`src/rtl/trb_pkg.sv`:
```
// Shared types and defaults for the trace-buffer capture controller.
package trb_pkg;

    typedef enum logic [1:0] {
        TRG_MODE_TRACE    = 2'b00,
        TRG_MODE_STREAM   = 2'b01,
        TRG_MODE_STREAM_B = 2'b10,
        TRG_MODE_STREAM_C = 2'b11
    } trg_mode_t;

    typedef enum logic [2:0] {
        ST_IDLE,
        ST_PRE,
        ST_POST,
        ST_DONE,
        ST_STREAM
    } cap_state_t;

    // Control defaults after reset: trace mode, post-trigger delay all ones.
    localparam trg_mode_t CTRL_MODE_DEFAULT = TRG_MODE_TRACE;
    localparam logic      CTRL_DELAY_BIT    = 1'b1;

    // Every encoding other than trace selects stream (FIFO) operation.
    function automatic logic is_stream(input trg_mode_t mode);
        return mode != TRG_MODE_TRACE;
    endfunction

endpackage

```
`src/rtl/trb_wrap_counter.sv`:
```
// AW-bit pointer with increment enable and synchronous clear; wraps modulo 2**AW.
module trb_wrap_counter #(
    parameter int AW = 5
) (
    input  logic          clk_i,
    input  logic          rst_i,
    input  logic          clr_i,
    input  logic          inc_i,
    output logic [AW-1:0] cnt_o
);

    // Clear wins over increment so an arm always restarts from address 0.
    always_ff @(posedge clk_i or posedge rst_i) begin
        if (rst_i) begin
            cnt_o <= '0;
        end else if (clr_i) begin
            cnt_o <= '0;
        end else if (inc_i) begin
            cnt_o <= cnt_o + AW'(1);
        end
    end

endmodule

```
`src/rtl/trb_capture_ctrl.sv`:
```
// Trace-buffer capture controller: drives the BRAM write port from a sample
// stream in circular trace mode (pre/post trigger) or FIFO stream mode.
// Build option: TRB_TRIGGER_EDGE_EN selects rising-edge triggering of trg_i.
//
// state     | meaning
// ----------+---------------------------------------------------------------
// ST_IDLE   | not capturing; config and arm accepted
// ST_PRE    | circular pre-trigger capture, waiting for a qualified trigger
// ST_POST   | post-trigger capture, down-counting remaining samples
// ST_DONE   | trace complete, no writes; config and re-arm accepted
// ST_STREAM | FIFO mode, push from samples, pop from read side
module trb_capture_ctrl
    import trb_pkg::*;
#(
    parameter  int WIDTH      = 32,
    parameter  int DEPTH      = 32,
    parameter  int DELAY_BITS = 8,
    localparam int AW         = $clog2(DEPTH)
) (
    input  logic                  clk_i,
    input  logic                  rst_i,
    input  logic                  cfg_valid_i,
    input  logic [1:0]            cfg_mode_i,
    input  logic [DELAY_BITS-1:0] cfg_delay_i,
    input  logic                  arm_i,
    input  logic                  stop_i,
    input  logic                  data_valid_i,
    input  logic [WIDTH-1:0]      data_i,
    input  logic                  trg_i,
    input  logic                  rd_pop_i,
    output logic                  wr_en_o,
    output logic [AW-1:0]         wr_addr_o,
    output logic [WIDTH-1:0]      wr_data_o,
    output logic [AW-1:0]         rd_addr_o,
    output logic [AW:0]           fill_o,
    output logic                  trg_event_o,
    output logic [AW-1:0]         event_addr_o,
    output logic                  done_o,
    output logic                  overflow_o
);

    localparam int          CLAMP    = DEPTH - 1;
    localparam logic [AW:0] FILL_ONE = (AW+1)'(1);

    cap_state_t            state_q, state_nxt;
    trg_mode_t             cfg_mode_q, mode_eff;
    logic [DELAY_BITS-1:0] cfg_delay_q, cnt_q, cnt_nxt, cnt_load;
    logic [AW:0]           fill_q, fill_nxt;
    logic [AW-1:0]         wr_ptr, rd_ptr, event_addr_q, event_addr_nxt;
    logic                  trg_event_q, trg_event_nxt;
    logic                  done_q, done_nxt, overflow_q, overflow_nxt;
    logic                  ptr_clr, wr_acc, pop, push_ok, trg_hit, cfg_open, fill_full;
    logic                  wr_en_q;
    logic [AW-1:0]         wr_addr_q;
    logic [WIDTH-1:0]      wr_data_q;

`ifdef TRB_TRIGGER_EDGE_EN
    logic trg_prev_q;

    // Previous trigger level, tracked every cycle regardless of state.
    always_ff @(posedge clk_i or posedge rst_i) begin
        if (rst_i) trg_prev_q <= 1'b0;
        else       trg_prev_q <= trg_i;
    end

    assign trg_hit = data_valid_i & trg_i & ~trg_prev_q;
`else
    assign trg_hit = data_valid_i & trg_i;
`endif

    assign cfg_open  = (state_q == ST_IDLE) || (state_q == ST_DONE);
    assign mode_eff  = cfg_valid_i ? trg_mode_t'(cfg_mode_i) : cfg_mode_q;
    assign fill_full = fill_q[AW];
    // Post count is clamped so the trigger sample can never be overwritten.
    assign cnt_load  = (int'(cfg_delay_q) > CLAMP) ? DELAY_BITS'(CLAMP) : cfg_delay_q;
    assign push_ok   = data_valid_i & (~fill_full | rd_pop_i);

    trb_wrap_counter #(.AW(AW)) u_wr_ptr (
        .clk_i (clk_i),
        .rst_i (rst_i),
        .clr_i (ptr_clr),
        .inc_i (wr_acc),
        .cnt_o (wr_ptr)
    );

    trb_wrap_counter #(.AW(AW)) u_rd_ptr (
        .clk_i (clk_i),
        .rst_i (rst_i),
        .clr_i (ptr_clr),
        .inc_i (pop),
        .cnt_o (rd_ptr)
    );

    // Next-state, pointer strobes and status updates.
    always_comb begin
        state_nxt      = state_q;
        cnt_nxt        = cnt_q;
        fill_nxt       = fill_q;
        event_addr_nxt = event_addr_q;
        trg_event_nxt  = trg_event_q;
        done_nxt       = done_q;
        overflow_nxt   = overflow_q;
        ptr_clr        = 1'b0;
        wr_acc         = 1'b0;
        pop            = 1'b0;
        if (stop_i) begin
            state_nxt = ST_IDLE;
        end else begin
            case (state_q)
                ST_IDLE, ST_DONE: begin
                    if (arm_i) begin
                        ptr_clr       = 1'b1;
                        fill_nxt      = '0;
                        trg_event_nxt = 1'b0;
                        done_nxt      = 1'b0;
                        overflow_nxt  = 1'b0;
                        state_nxt     = is_stream(mode_eff) ? ST_STREAM : ST_PRE;
                    end
                end
                ST_PRE: begin
                    if (data_valid_i) begin
                        wr_acc   = 1'b1;
                        fill_nxt = fill_full ? fill_q : fill_q + FILL_ONE;
                        if (trg_hit) begin
                            trg_event_nxt  = 1'b1;
                            event_addr_nxt = wr_ptr;
                            cnt_nxt        = cnt_load;
                            if (cnt_load == '0) begin
                                state_nxt = ST_DONE;
                                done_nxt  = 1'b1;
                            end else begin
                                state_nxt = ST_POST;
                            end
                        end
                    end
                end
                ST_POST: begin
                    if (data_valid_i) begin
                        wr_acc   = 1'b1;
                        fill_nxt = fill_full ? fill_q : fill_q + FILL_ONE;
                        cnt_nxt  = cnt_q - DELAY_BITS'(1);
                        if (cnt_q == DELAY_BITS'(1)) begin
                            state_nxt = ST_DONE;
                            done_nxt  = 1'b1;
                        end
                    end
                end
                ST_STREAM: begin
                    wr_acc = push_ok;
                    pop    = rd_pop_i & (fill_q != '0);
                    if (data_valid_i & ~push_ok) overflow_nxt = 1'b1;
                    fill_nxt = fill_q + (push_ok ? FILL_ONE : '0) - (pop ? FILL_ONE : '0);
                    if (trg_hit & ~trg_event_q) begin
                        trg_event_nxt  = 1'b1;
                        event_addr_nxt = wr_ptr;
                    end
                end
                default: state_nxt = ST_IDLE;
            endcase
        end
    end

    // State and status registers.
    always_ff @(posedge clk_i or posedge rst_i) begin
        if (rst_i) begin
            state_q      <= ST_IDLE;
            cnt_q        <= '0;
            fill_q       <= '0;
            event_addr_q <= '0;
            trg_event_q  <= 1'b0;
            done_q       <= 1'b0;
            overflow_q   <= 1'b0;
        end else begin
            state_q      <= state_nxt;
            cnt_q        <= cnt_nxt;
            fill_q       <= fill_nxt;
            event_addr_q <= event_addr_nxt;
            trg_event_q  <= trg_event_nxt;
            done_q       <= done_nxt;
            overflow_q   <= overflow_nxt;
        end
    end

    // Configuration is only writable while not capturing.
    always_ff @(posedge clk_i or posedge rst_i) begin
        if (rst_i) begin
            cfg_mode_q  <= CTRL_MODE_DEFAULT;
            cfg_delay_q <= {DELAY_BITS{CTRL_DELAY_BIT}};
        end else if (cfg_valid_i && cfg_open) begin
            cfg_mode_q  <= trg_mode_t'(cfg_mode_i);
            cfg_delay_q <= cfg_delay_i;
        end
    end

    // Registered BRAM write port, one cycle behind the accepted sample.
    always_ff @(posedge clk_i or posedge rst_i) begin
        if (rst_i) begin
            wr_en_q   <= 1'b0;
            wr_addr_q <= '0;
            wr_data_q <= '0;
        end else begin
            wr_en_q <= wr_acc;
            if (wr_acc) begin
                wr_addr_q <= wr_ptr;
                wr_data_q <= data_i;
            end
        end
    end

    assign wr_en_o      = wr_en_q;
    assign wr_addr_o    = wr_addr_q;
    assign wr_data_o    = wr_data_q;
    // A wrapped trace buffer's oldest word sits at the next write slot.
    assign rd_addr_o    = (state_q != ST_STREAM && fill_full) ? wr_ptr : rd_ptr;
    assign fill_o       = fill_q;
    assign trg_event_o  = trg_event_q;
    assign event_addr_o = event_addr_q;
    assign done_o       = done_q;
    assign overflow_o   = overflow_q;

endmodule
```
`config.mk`:
```
export PLATFORM = sky130hd
export DESIGN_NAME = trb_capture_ctrl
export DESIGN_NICKNAME = d
export VERILOG_FILES = /design/src/rtl/trb_pkg.sv /design/src/rtl/trb_wrap_counter.sv /design/src/rtl/trb_capture_ctrl.sv
export SDC_FILE = /design/constraint.sdc
export NUM_CORES = 1
export LEC_CHECK = 0
export ABC_AREA = 0
export CAP_MARGIN = 20
export CORE_MARGIN = 4
export CORE_UTILIZATION = 54
export CTS_CLUSTER_DIAMETER = 30
export CTS_CLUSTER_SIZE = 30
export DETAILED_ROUTE_END_ITERATION = 12
export PLACE_DENSITY = 0.93
export SYNTH_ARGS = -nofsm -noshare
export SYNTH_HDL_FRONTEND = slang
export SYNTH_SLANG_ARGS = --single-unit
export TNS_END_PERCENT = 5
```
`constraint.sdc`:
```
create_clock -name clk_i -period 7.55 [get_ports clk_i]
set_input_delay 1.1325 -clock clk_i [delete_from_list [all_inputs] [get_ports clk_i]]
set_output_delay 1.1325 -clock clk_i [all_outputs]
set_load 0.02 [all_outputs]
```
==> impl_metrics.csv, run 1 <==
group,metric,value,unit
setup_path,crit_buf_inv,1,
yosys,ys_top_cells_by_area,"dfrtp_1 42%, mux2_4 12%, mux2_2 5.0%",
global_routing,antenna_found_initial,0,
power,finalPower,0.00227,W
yosys,synth_fp_nets,450,
setup_path,reg2reg_to,"fill_o[5]$_DFFE_PP0P_",
yosys,postSynthCellCount,382,
sta,setup_viol,0,
setup_path,max_stage_delay,0.70,ns
yosys,ys_types,59,
sta,period_needed,3.93,ns
setup_path,required,6.42,ns
cells_and_area,fillers,526,
yosys,synth_seq_cells,83,
sta,tightest_slew,1.06,ns
setup_path,endpoint,"rd_addr_o[1]",
cts,cts_buffers,9,
cts,ctsResizeCount,0,
setup_path,worstSetupPathType,"reg -> out",
cts,clk_pin_slew_worst_paths,0.08,ns
routing,dr.pass1.iters,4,
cells_and_area,fin_area,5780,um^2
floorplanning,io_pins,107,
global_routing,grt_pass1_vias,3532,
cts,cts_root_buf,"clkbuf_8",
power,irDropWorstVdd,0.250,mV
cts,clk_latency,0.35,ns
setup_path,ff2ff_path_depth,12,
cts,clkSinkCount,83,
yosys,synth_area,4470,um^2
routing,ant_nets,0,
cts,cts.htree.levels,3,
setup_path,cp_max_fo,18,
yosys,ys_warn_count,0,
sta,fin_worst_skew,0.00625,ns
setup_path,setup.worst_path.end_class,"output pin",
setup_path,critPathTopFamily,"simple AND/OR/NAND/NOR gates",
cells_and_area,multi_input_area,2180,um^2
global_routing,grt_first_pass_wirelength,17700,um
cells_and_area,regArea,2090,um^2
placement,dp_hpwl,7520,um
setup_path,rrSetupSlack,4.71,ns
cells_and_area,layout-drive-gt1-share,18.6,%
global_routing,track_usage,22.2,%
sta,rsz0062_at_grt,"false",
sta,max_freq,254,MHz
cells_and_area,antenna_cells,0,
setup_path,slowest_stage,"dfrtp_1",
placement,io_buffers,106,
setup_path,cp-start-kind,"flop",
yosys,yosysTopAreaCell,"dfrtp_1",
cts,cts_tree,"done",
outcome,outcome,"finished clean",
worst_hold_path,hp-class,"reg -> reg",
floorplanning,core,7890,um^2
global_routing,overflow,0,
routing,drc_errors,0,
cells_and_area,fin_nets,552,
floorplanning,die-area,9790,um^2
routing,routed_via_density,5.71,
yosys,synth_edf_count,0,
yosys,synthFlopType,"dfrtp_1",
floorplanning,initial_core_util,56.6,%
power,leakage,2.59,nW
run,drv_cap,0,
routing,wl,10700,um
yosys,avgSynthCellArea,11.7,um^2
sta,maxSlewViolCount,0,
routing,wl_per_cell,18.1,um
cts,clock_path_buffers,2,
setup_path,r2r-start,"fill_o[1]$_DFFE_PP0P_",
cts,hold_buffers,0,
global_routing,grt_max_degree,84,
setup_path,cp.depth,4,
power,powerDensity,392,nW/um^2
setup_path,crit_start,"state_q[2]$_DFFE_PP0P_",
setup_path,crit_chain,"or3b_1 > nand2_1 > mux2_2 > clkdlybuf4s50_1",
placement,gp_congestion,0.924,
floorplanning,die_y,98.9,um
placement,placed_cell_area,5530,um^2
sta,final-hold-violation-count,0,
yosys,yosysSeqAreaShare,46.7,%
yosys,synth_top_area_share,42.0,%
sta,whs,0.513,ns
sta,relSlewSlack,29.0,%
sta,setup-tns-final,0,ns
sta,min_period_over_period,52.1,%
yosys,yosysMostFrequentCell,"dfrtp_1",
floorplanning,die_w,98.9,um
cts,cts_setup_buffers,0,
placement,place_inst,574,
cells_and_area,syn_to_final_growth,29.4,%
routing,drtIter0Drc,187,
routing,num_vias,3376,
yosys,async_flop_share,100,%
yosys,yosys-top-cells-count,"75 x dfrtp_1, 37 x mux2_4, 33 x nor2_1, 20 x mux2_2, 17 x ha_1",
floorplanning,row_count,32,
setup_path,critPathArrivalTime,2.80,ns
cells_and_area,final_cells,591,
power breakdown:
part           switching [W]  total (W)  internal (W)
registers           0.000160   0.000789      0.000629
clock network       0.000162   0.000349      0.000187
logic               0.000545    0.00113      0.000584
total               0.000867    0.00227       0.00140
routing by layer:
layer / GRT usage [%] / wire (um)
met4: 6.51 / 183
met2: 37.5 / 5420
met5: 0 / 0
met3: 4.46 / 462
met1: 29.1 / 4610
registers in the layout, summed over array words and instances, names as in the netlist:
name,flops
u_wr_ptr.cnt_o,5
done_o,1
event_addr_o,5
cfg_mode_q,2
wr_en_o,1
state_q,3
cfg_delay_q,8
overflow_o,1
fill_o,6
wr_addr_o,5
cnt_q,8
u_rd_ptr.cnt_o,5
wr_data_o,32
trg_event_o,1
worst min path at each step:
stage,from,end,cells after the start
after floorplan,cnt_q[7]$_DFFE_PP0P_,cnt_q[7]$_DFFE_PP0P_,1
after global placement,cnt_q[7]$_DFFE_PP0P_,cnt_q[7]$_DFFE_PP0P_,1
after detailed placement,wr_data_o[0]$_DFFE_PP0P_,wr_data_o[0]$_DFFE_PP0P_,1
after CTS,event_addr_o[3]$_DFFE_PP0P_,event_addr_o[3]$_DFFE_PP0P_,1
after global routing,wr_data_o[30]$_DFFE_PP0P_,wr_data_o[30]$_DFFE_PP0P_,1
final,event_addr_o[3]$_DFFE_PP0P_,event_addr_o[3]$_DFFE_PP0P_,1
cells in the final DEF (no fill, tap or decap), types with 8 or more instances in the layout:
master           synthesis  final
o21ai_1                 10     10
dfrtp_1                 75     75
ha_1                    17     17
o21ai_0                 10     10
nor2_1                  33     33
clkdlybuf4s50_1          0    106
a21oi_1                 10     10
xor2_1                   9      9
nand2_1                 14     14
clkbuf_8                 0      9
nand3_1                 11     11
mux2_4                  37     37
inv_1                   16     15
dfstp_2                  8      8
mux2_2                  20     20
nor3_1                  11     11
metrics by stage:
step / worst slack (ns) / utilization (%)
finish: 3.62 / 73.2
global route: 3.50 / 73.2
CTS: 3.62 / 72.9
detailed placement: 3.93 / 70.1
global placement: 4.00 / 70.1
floorplan: 4.29 / -
final cells by class:
type                       count  area share, %
multi-input combinational    265           37.7
sequential                    83           36.1
timing repair buffer         109           19.1
inverter                      16           1.06
clock buffer                  10           2.21
clock inverter                 6           1.56
tap                          102           2.21
logic make-up after synthesis:
logic type	synth area share, %
AOI/OAI and AO/OA	9.89
muxes	18.2
and+or+nand+nor	13.0
xor gates and xnor gates	2.52
adders and majority gates	5.21
buffers and inverters	4.46
DFF	46.7
Note: power is estimated with default switching activity, not from simulation.
==> inputs of run 2 (changes only) <==
Settings changed: CORE_UTILIZATION 54 to 50, PLACE_DENSITY 0.93 to 0.87.
Clock period 7.55 ns to 3.92 ns, I/O delays scaled along.
==> run 2 against run 1 <==
  * Cell area decreased by 0.80%
  * Combinational power increased by 93%
  * Sequential power is 93% higher
  * Critical path depth is the same
  * Worst hold slack worse by 0.012 ns
  * Non-clock buffer count is 1 higher
  * Via count shrank 1.3%
  * Cell count increased by 1.2%
==> impl_metrics.csv, run 2 (synthesis results as in run 1) <==
group,metric,value,unit
outcome,outcome,"finished clean",
sta,tightest_slew,0.726,ns
placement,dp_slack,0.775,ns
sta,fin_worst_skew,0.0113,ns
setup_path,ff2ff_path_depth,14,
floorplanning,initial_core_util,51.2,%
global_routing,grt_pass1_vias,3273,
setup_path,critPathArrivalTime,2.81,ns
sta,setup_viol,0,
cts,cts_setup_buffers,0,
setup_path,required,3.33,ns
cells_and_area,syn_to_final_growth,28.3,%
global_routing,track_usage,19.8,%
cells_and_area,antenna_cells,0,
power,leakage,2.56,nW
cells_and_area,layout-drive-gt1-share,18.8,%
routing,ant_nets,0,
sta,relSlewSlack,51.6,%
placement,place_inst,581,
sta,final-hold-violation-count,0,
routing,drtIter0Drc,140,
cells_and_area,layout.cells.most_common_list,"106 x clkdlybuf4s50_1, 75 x dfrtp_1, 37 x mux2_4, 33 x nor2_1, 20 x mux2_2",
routing,wl_per_cell,17.2,um
routing,num_vias,3333,
placement,io_buffers,106,
power,irDropWorstVdd,0.434,mV
placement,gp_congestion,0.893,
cts,cts_root_buf,"clkbuf_8",
routing,drc_errors,0,
placement,dp_hpwl,7540,um
floorplanning,die_w,103,um
floorplanning,die-area,10500,um^2
global_routing,overflow,0,
sta,setup_ws,0.519,ns
routing,dr.pass1.iters,5,
cts,cts_tree,"done",
sta,min_period_over_period,86.8,%
cells_and_area,fin_nets,553,
worst_hold_path,hold_depth,1,
setup_path,cp_max_fo,18,
routing,wl,10300,um
global_routing,grt_max_degree,41,
power,powerDensity,742,nW/um^2
sta,period_needed,3.40,ns
cts,clk_pin_slew_worst_paths,0.09,ns
cells_and_area,final_common_cell,"clkdlybuf4s50_1",
cts,clock_path_buffers,2,
global_routing,antenna_found_initial,0,
floorplanning,io_pins,107,
sta,rsz0062_at_grt,"false",
setup_path,worstSetupPathType,"reg -> out",
cts,clkSinkCount,83,
worst_hold_path,hp-class,"reg -> reg",
sta,maxSlewViolCount,0,
routing,routed_via_density,5.57,
global_routing,grt_first_pass_wirelength,16500,um
cts,ctsResizeCount,0,
run,drv_cap,0,
setup_path,cp-start-kind,"flop",
sta,setup-tns-final,0,ns
cts,clk_latency,0.35,ns
floorplanning,core,8720,um^2
cts,cts.htree.levels,3,
cts,cts_buffers,9,
cells_and_area,largest_reg_flops,32,
setup_path,setup.worst_path.end_class,"output pin",
floorplanning,row_count,34,
cells_and_area,final_core_utilization,65.7,%
cts,hold_buffers,0,
cells_and_area,final_cells,598,
sta,max_freq,294,MHz
floorplanning,die_y,103,um
==> run 2: final cells by class <==
type / count / area, um^2
fill: 656 / 2990
multi-input combinational: 265 / 2180
sequential: 83 / 2090
timing repair buffer: 110 / 1090
tap: 108 / 135
clock buffer: 10 / 128
inverter: 16 / 61.3
clock inverter: 6 / 48.8
==> run 2: worst paths after layout <==
check | start | endpoint | slack (ns)
max reg2reg | fill_o[5]$_DFFE_PP0P_ | fill_o[4]$_DFFE_PP0P_ | 1.04
min reg2reg | cnt_q[7]$_DFFE_PP0P_ | cnt_q[7]$_DFFE_PP0P_ | 0.50
min in group asynchronous | rst_i | wr_data_o[13]$_DFFE_PP0P_ | 0.55
max in group asynchronous | rst_i | cfg_delay_q[7]$_DFFE_PP1P_ | 2.57
max | state_q[2]$_DFFE_PP0P_ | rd_addr_o[4] | 0.52
min | cnt_q[7]$_DFFE_PP0P_ | cnt_q[7]$_DFFE_PP0P_ | 0.50
==> run 2: routing by layer <==
layer	up-vias	GRT usage [%]	share of wire, %
met3	8	4.13	5.0
li1	1577	-	-
met4	0	5.45	0.87
met5	-	0	0
met1	1664	27.2	44
met2	84	31.8	50
==> run 2: power breakdown <==
| group | internal, W | total, W | switching (W) | leakage, nW |
|---|---|---|---|---|
| registers | 0.00121 | 0.00152 | 0.000304 | 1.04 |
| logic | 0.00113 | 0.00218 | 0.00105 | 1.44 |
| clock network | 0.000236 | 0.000563 | 0.000328 | 0.0795 |
| total | 0.00258 | 0.00425 | 0.00168 | 2.56 |
==> run 2: stage by stage <==
stage / hold slack (ns) / power (W) / cell area, um^2
2_1_floorplan: 0.452 / 0.00292 / 4470
3_3_place_gp: 0.477 / 0.00361 / 5550
3_5_place_dp: 0.484 / 0.00370 / 5550
4_1_cts: 0.502 / 0.00428 / 5720
5_1_grt: 0.519 / 0.00453 / 5730
6_report: 0.502 / 0.00425 / 5730
==> run 2: critical path, stage by stage (launching register included) <==
cell             delay, ns
dfrtp_1               0.71
or3b_1                0.57
nand2_1               0.27
mux2_2                0.37
clkdlybuf4s50_1       0.54
